==> src/rtl/game_round_ctrl.sv <==
// game_round_ctrl: run/stop/score/round sequencer for the 0..9 stop-the-counter game.
// Define RAND_TARGET_EN to draw each round's target from a free-running 8-bit LFSR.
module game_round_ctrl #(
  parameter int TICK_DIV    = 50_000_000,
  parameter int SHOW_CYCLES = 100_000_000,
  parameter int ROUNDS      = 5,
  parameter int TARGET      = 7
) (
  input  logic       clk,
  input  logic       rst,
  input  logic       btn_start,
  input  logic       btn_stop,
  output logic [3:0] count_out,
  output logic [3:0] target_out,
  output logic [3:0] score,
  output logic [3:0] round,
  output logic [1:0] state_out,
  output logic       hit,
  output logic       game_over
);

  localparam int TICK_W = $clog2(TICK_DIV);
  localparam int SHOW_W = $clog2(SHOW_CYCLES + 1);
  localparam logic [TICK_W-1:0] TICK_MAX = TICK_W'(TICK_DIV - 1);
  localparam logic [SHOW_W-1:0] SHOW_MAX = SHOW_W'(SHOW_CYCLES - 1);
  localparam logic [3:0] ROUNDS_V = 4'(ROUNDS);

  localparam logic [1:0] S_IDLE   = 2'd0;
  localparam logic [1:0] S_RUN    = 2'd1;
  localparam logic [1:0] S_RESULT = 2'd2;
  localparam logic [1:0] S_OVER   = 2'd3;

  logic [2:0]        start_sync_q, stop_sync_q;
  logic              start_edge, stop_edge;
  logic [1:0]        state_q, state_d;
  logic [3:0]        count_q, count_d;
  logic [3:0]        target_q, target_d;
  logic [3:0]        score_q, score_d;
  logic [3:0]        round_q, round_d;
  logic [TICK_W-1:0] tick_q, tick_d;
  logic [SHOW_W-1:0] show_q, show_d;
  logic              hit_q, hit_d;
  logic              game_over_q;
  logic [3:0]        next_target;

`ifdef RAND_TARGET_EN
  localparam logic [7:0] LFSR_SEED  = 8'hA5;
  localparam logic [3:0] TARGET_RST = LFSR_SEED[3:0];

  logic [7:0] lfsr_q;

  function automatic logic [3:0] fold_digit(input logic [3:0] t);
    return (t > 4'd9) ? (t - 4'd10) : t;
  endfunction

  // Fibonacci LFSR, taps 8,6,5,4, stepping every clock
  always_ff @(posedge clk or posedge rst) begin
    if (rst) begin
      lfsr_q <= LFSR_SEED;
    end else begin
      lfsr_q <= {lfsr_q[6:0], lfsr_q[7] ^ lfsr_q[5] ^ lfsr_q[4] ^ lfsr_q[3]};
    end
  end

  assign next_target = fold_digit(lfsr_q[3:0]);
`else
  localparam logic [3:0] TARGET_RST = 4'(TARGET);

  assign next_target = TARGET_RST;
`endif

  // Two-flop synchronisers plus a history flop per button for edge detection
  always_ff @(posedge clk or posedge rst) begin
    if (rst) begin
      start_sync_q <= 3'b000;
      stop_sync_q  <= 3'b000;
    end else begin
      start_sync_q <= {start_sync_q[1:0], btn_start};
      stop_sync_q  <= {stop_sync_q[1:0], btn_stop};
    end
  end

  assign start_edge = start_sync_q[1] & ~start_sync_q[2];
  assign stop_edge  = stop_sync_q[1] & ~stop_sync_q[2];

  // Round sequencer next-state logic
  always_comb begin
    state_d  = state_q;
    count_d  = count_q;
    target_d = target_q;
    score_d  = score_q;
    round_d  = round_q;
    tick_d   = tick_q;
    show_d   = show_q;
    hit_d    = 1'b0;
    case (state_q)
      S_IDLE, S_OVER: begin
        if (start_edge) begin
          state_d  = S_RUN;
          count_d  = 4'd0;
          tick_d   = '0;
          target_d = next_target;
          score_d  = 4'd0;
          round_d  = 4'd0;
        end else begin
          state_d = state_q;
        end
      end
      S_RUN: begin
        // A stop edge wins over a tick landing in the same cycle
        if (stop_edge) begin
          state_d = S_RESULT;
          show_d  = '0;
          if (count_q == target_q) begin
            hit_d   = 1'b1;
            score_d = (score_q == 4'd9) ? 4'd9 : (score_q + 4'd1);
          end else begin
            hit_d = 1'b0;
          end
        end else if (tick_q == TICK_MAX) begin
          tick_d  = '0;
          count_d = (count_q == 4'd9) ? 4'd0 : (count_q + 4'd1);
        end else begin
          tick_d = tick_q + TICK_W'(1);
        end
      end
      S_RESULT: begin
        if (show_q == SHOW_MAX) begin
          round_d = round_q + 4'd1;
          if ((round_q + 4'd1) == ROUNDS_V) begin
            state_d = S_OVER;
          end else begin
            state_d  = S_RUN;
            count_d  = 4'd0;
            tick_d   = '0;
            target_d = next_target;
          end
        end else begin
          show_d = show_q + SHOW_W'(1);
        end
      end
      default: begin
        state_d = S_IDLE;
      end
    endcase
  end

  // Sequencer state and registered outputs
  always_ff @(posedge clk or posedge rst) begin
    if (rst) begin
      state_q     <= S_IDLE;
      count_q     <= 4'd0;
      target_q    <= TARGET_RST;
      score_q     <= 4'd0;
      round_q     <= 4'd0;
      tick_q      <= '0;
      show_q      <= '0;
      hit_q       <= 1'b0;
      game_over_q <= 1'b0;
    end else begin
      state_q     <= state_d;
      count_q     <= count_d;
      target_q    <= target_d;
      score_q     <= score_d;
      round_q     <= round_d;
      tick_q      <= tick_d;
      show_q      <= show_d;
      hit_q       <= hit_d;
      game_over_q <= (state_d == S_OVER);
    end
  end

  assign count_out  = count_q;
  assign target_out = target_q;
  assign score      = score_q;
  assign round      = round_q;
  assign state_out  = state_q;
  assign hit        = hit_q;
  assign game_over  = game_over_q;

endmodule

==> config.mk <==
export PLATFORM = sky130hd
export DESIGN_NAME = game_round_ctrl
export DESIGN_NICKNAME = d
export VERILOG_FILES = /design/src/rtl/game_round_ctrl.sv
export SDC_FILE = /design/constraint.sdc
export NUM_CORES = 1
export LEC_CHECK = 0
export CORE_AREA = 5 5 95 97
export DETAILED_ROUTE_END_ITERATION = 8
export DIE_AREA = 0 0 100 102
export PLACE_DENSITY_LB_ADDON = 0.25
export SKIP_LAST_GASP = 1
export SLEW_MARGIN = 15
export SYNTH_ARGS = -nofsm -noshare
export SYNTH_HDL_FRONTEND = slang
export SYNTH_SLANG_ARGS = --single-unit
==> constraint.sdc <==
create_clock -name clk -period 7.2 [get_ports clk]
set_input_delay 1.08 -clock clk [delete_from_list [all_inputs] [get_ports clk]]
set_output_delay 1.08 -clock clk [all_outputs]
set_load 0.01 [all_outputs]
==> reports/summary.json <==
{
  "power_and_ir_drop": {
    "leakage_nw": 2.13,
    "power.net_switching_uw": 531,
    "power.combinational.fraction": 0.367,
    "report.power.total_mw": 1.36,
    "vdd_drop_max_v": 0.000109,
    "p_sw_frac": 0.391,
    "seq_power_share": 0.355,
    "power_density_cells_nw_per_um2": 272,
    "part_of_the_total_power_dissipated_in_the_clock_network": 0.278,
    "power_report.internal_total_uw": 826
  },
  "hold_path": {
    "timing.hold.worst.class": "register to register"
  },
  "cts": {
    "h-tree-depth": 3,
    "clock_sink_count": 75,
    "clock-root-buffer": "sky130_fd_sc_hd__clkbuf_8",
    "clk_pin_slew_ns": 0.09,
    "hold_buffers": 0,
    "post_cts.repair.setup_buffers": 0,
    "cts_buffer_depth": 2,
    "post_cts_resize_count": 0,
    "clk-insertion-delay-late_ns": 0.37,
    "tritoncts.num_buffers": 9,
    "cts_tree": "yes"
  },
  "placed_design": {
    "dp.final_hpwl_um": 7220,
    "gpl.final_weighted_congestion": 0.831,
    "detailed_place.area_sq_um": 4760,
    "io_buffer_count": 19
  },
  "timing": {
    "final_hold_viols": 0,
    "grt_setup_unrepaired": "no",
    "final_skew_ns": 0.0118,
    "part_of_the_cycle_the_worst_path_needs": 0.403,
    "layout_min_cycle_time_ns": 2.90,
    "timing.final.max_slew_violations": 0,
    "maxSlewHeadroom": 0.252,
    "worst_pin_slew_ns": 1.11,
    "finalSetupViolCount": 0,
    "maximum_frequency_from_static_timing_analysis_mhz": 344,
    "setup_tns_ns": 0
  },
  "synthesis": {
    "cell_area_after_synthesis_sq_um": 4530,
    "yosysSeqAreaShare": 0.415,
    "ffs_latches_synth": 75,
    "synth_top_flop_cell": "sky130_fd_sc_hd__dfrtp_1",
    "ys_warn_count": 0,
    "synth.lib_cells_used.distinct": 71,
    "asyncSetResetFlopFracSynth": 1.00,
    "synth.avg_cell_area_sq_um": 9.28,
    "synthesis.instances": 488,
    "synth_edf_count": 0
  },
  "critical_path": {
    "critical_path.n_buffers_inverters": 0,
    "critical_path_arrival_ns": 3.21,
    "worst-setup-path-type": "register to register",
    "cpPeakStageDelay_ns": 0.69,
    "max_stage_delay_cell_worst_path": "sky130_fd_sc_hd__nor3_4",
    "cpLargestDelayFamily": "simple AND/OR/NAND/NOR gates",
    "worstPathMaxFanout": 18,
    "worstPathCellList": "ha_1 > nand3_1 > nor4_4 > a31oi_4 > nor3_4 > mux2_2",
    "worst-endpoint-required_ns": 7.50,
    "cp-end-kind": "register",
    "critPathLaunchType": "register"
  },
  "grt": {
    "grt_pass1_vias": 3822,
    "grt_residual_overflow": 0,
    "maximum_number_of_pins_on_one_net_before_global_route_repair": 76,
    "global_route.usage.total": 0.232,
    "first_pass_grt_wire_length_um": 19100,
    "antenna_found_initial": 0
  },
  "die": {
    "pin_count": 24,
    "initial_utilization": 0.562,
    "die_area_sq_um": 10200,
    "rows": 33,
    "floorplan.die.width_um": 100,
    "die_h_um": 102,
    "placeableCoreArea_sq_um": 8050
  },
  "detailed_routing": {
    "firstDrtPassIters": 5,
    "drc": 0,
    "dr_total_vias": 3909,
    "wl_um": 11000,
    "drt_first_iter_violations": 259,
    "post_detailed_route_count_of_antenna_violating_nets": 0,
    "routed_via_density": 6.45,
    "detail_route.wl_per_cell_um": 18.1
  },
  "finish": {
    "drive_above_1_share": 0.0758,
    "layout.cell_area.non_filler_sq_um": 4980,
    "synthToLayoutAreaGrowth_pct": 10.1,
    "antenna_cells_inserted": 0,
    "layout.nets": 510
  },
  "run": {
    "cap_violations": 0
  },
  "status": {
    "run_status": "complete, no violations"
  }
}
[metrics by stage]
step                utilization  hold slack [ns]  instances  setup slack [ns]
finish                    0.619            0.368        606              4.30
global route              0.619            0.381        606              4.08
CTS                       0.619            0.373        606              4.30
detailed placement        0.591            0.356        590              4.35
global placement          0.589            0.332        590              4.27
floorplan                     -            0.331        490              4.21
[synth_stat cells, types with 11 or more instances]
library cell | instances | share of area
sky130_fd_sc_hd__nor2_1 | 38 | 0.032
sky130_fd_sc_hd__nand3_1 | 23 | 0.025
sky130_fd_sc_hd__clkbuf_1 | 13 | 0.011
sky130_fd_sc_hd__o211ai_1 | 14 | 0.023
sky130_fd_sc_hd__nand4_1 | 23 | 0.032
sky130_fd_sc_hd__o21ai_0 | 22 | 0.024
sky130_fd_sc_hd__a22o_1 | 18 | 0.035
sky130_fd_sc_hd__nand2_1 | 44 | 0.036
sky130_fd_sc_hd__a31oi_1 | 11 | 0.015
sky130_fd_sc_hd__dfrtp_1 | 75 | 0.41
sky130_fd_sc_hd__a21oi_1 | 11 | 0.012
sky130_fd_sc_hd__nor3_1 | 15 | 0.017
sky130_fd_sc_hd__inv_1 | 16 | 0.013
[layer usage]
| layer | GRT usage | share of wire |
|---|---|---|
| met5 | 0 | 0 |
| met3 | 0.0341 | 0.055 |
| met2 | 0.377 | 0.48 |
| met1 | 0.322 | 0.45 |
| met4 | 0.0798 | 0.014 |
[flip-flops by register name, summed over array words and instances, names as in the netlist]
register	cells
state_out	2
round	4
count_out	4
tick_q	26
game_over	1
start_sync_q	3
score	4
show_q	27
hit	1
stop_sync_q	3
[final timing paths]
path | startpoint | to | slack [ns] | depth (start not counted)
setup / recovery | show_q[0] | tick_q[0] | 4.30 | 6
hold / removal | stop_sync_q[0] | stop_sync_q[1] | 0.37 | 0
setup reg to reg | show_q[0] | tick_q[0] | 4.30 | 6
hold reg to reg | stop_sync_q[0] | stop_sync_q[1] | 0.37 | 0
max in group asynchronous | rst | game_over | 5.24 | 3
min in group asynchronous | rst | show_q[14] | 1.31 | 3
[final cells by class]
class / instances / area (sq um)
clock buffer: 10 / 138
clock inverter: 6 / 88.8
fill: 669 / 3070
inverter: 17 / 63.8
multi-input combinational: 371 / 2470
sequential: 75 / 1880
tap: 105 / 131
timing repair buffer: 22 / 213
[cells by family after synthesis]
logic type / after synthesis / share of synthesized area
and+or+nand+nor: 215 / 0.266
AOI/OAI and AO/OA: 122 / 0.202
DFF: 75 / 0.415
buffers and inverters: 44 / 0.0448
muxes: 12 / 0.0274
adders and majority gates: 10 / 0.0276
xor gates and xnor gates: 8 / 0.0155
other: 2 / 0.00166
[power groups by stage]
stage	clock (mW)	sequential (mW)	combinational [mW]
floorplan	0	0.490	0.363
global placement	0	0.487	0.471
detailed placement	0	0.490	0.491
CTS	0.376	0.482	0.496
global route	0.399	0.487	0.549
finish	0.377	0.482	0.498
[layout by cell type (no fill, tap or decap), types with 10 or more instances in the layout]
cell | netlist | layout
sky130_fd_sc_hd__dfrtp_1 | 75 | 75
sky130_fd_sc_hd__nand2_1 | 44 | 44
sky130_fd_sc_hd__nor2_1 | 38 | 38
sky130_fd_sc_hd__nand4_1 | 23 | 23
sky130_fd_sc_hd__nand3_1 | 23 | 23
sky130_fd_sc_hd__o21ai_0 | 22 | 21
sky130_fd_sc_hd__clkdlybuf4s50_1 | 0 | 19
sky130_fd_sc_hd__a22o_1 | 18 | 18
sky130_fd_sc_hd__inv_1 | 16 | 15
sky130_fd_sc_hd__nor3_1 | 15 | 15
sky130_fd_sc_hd__o211ai_1 | 14 | 14
sky130_fd_sc_hd__a31oi_1 | 11 | 11
sky130_fd_sc_hd__a21oi_1 | 11 | 11
sky130_fd_sc_hd__nand2b_1 | 10 | 10
sky130_fd_sc_hd__nor4_1 | 10 | 10
sky130_fd_sc_hd__ha_1 | 10 | 10
sky130_fd_sc_hd__clkbuf_8 | 0 | 10
No activity file was read; power rests on OpenSTA's default activity.
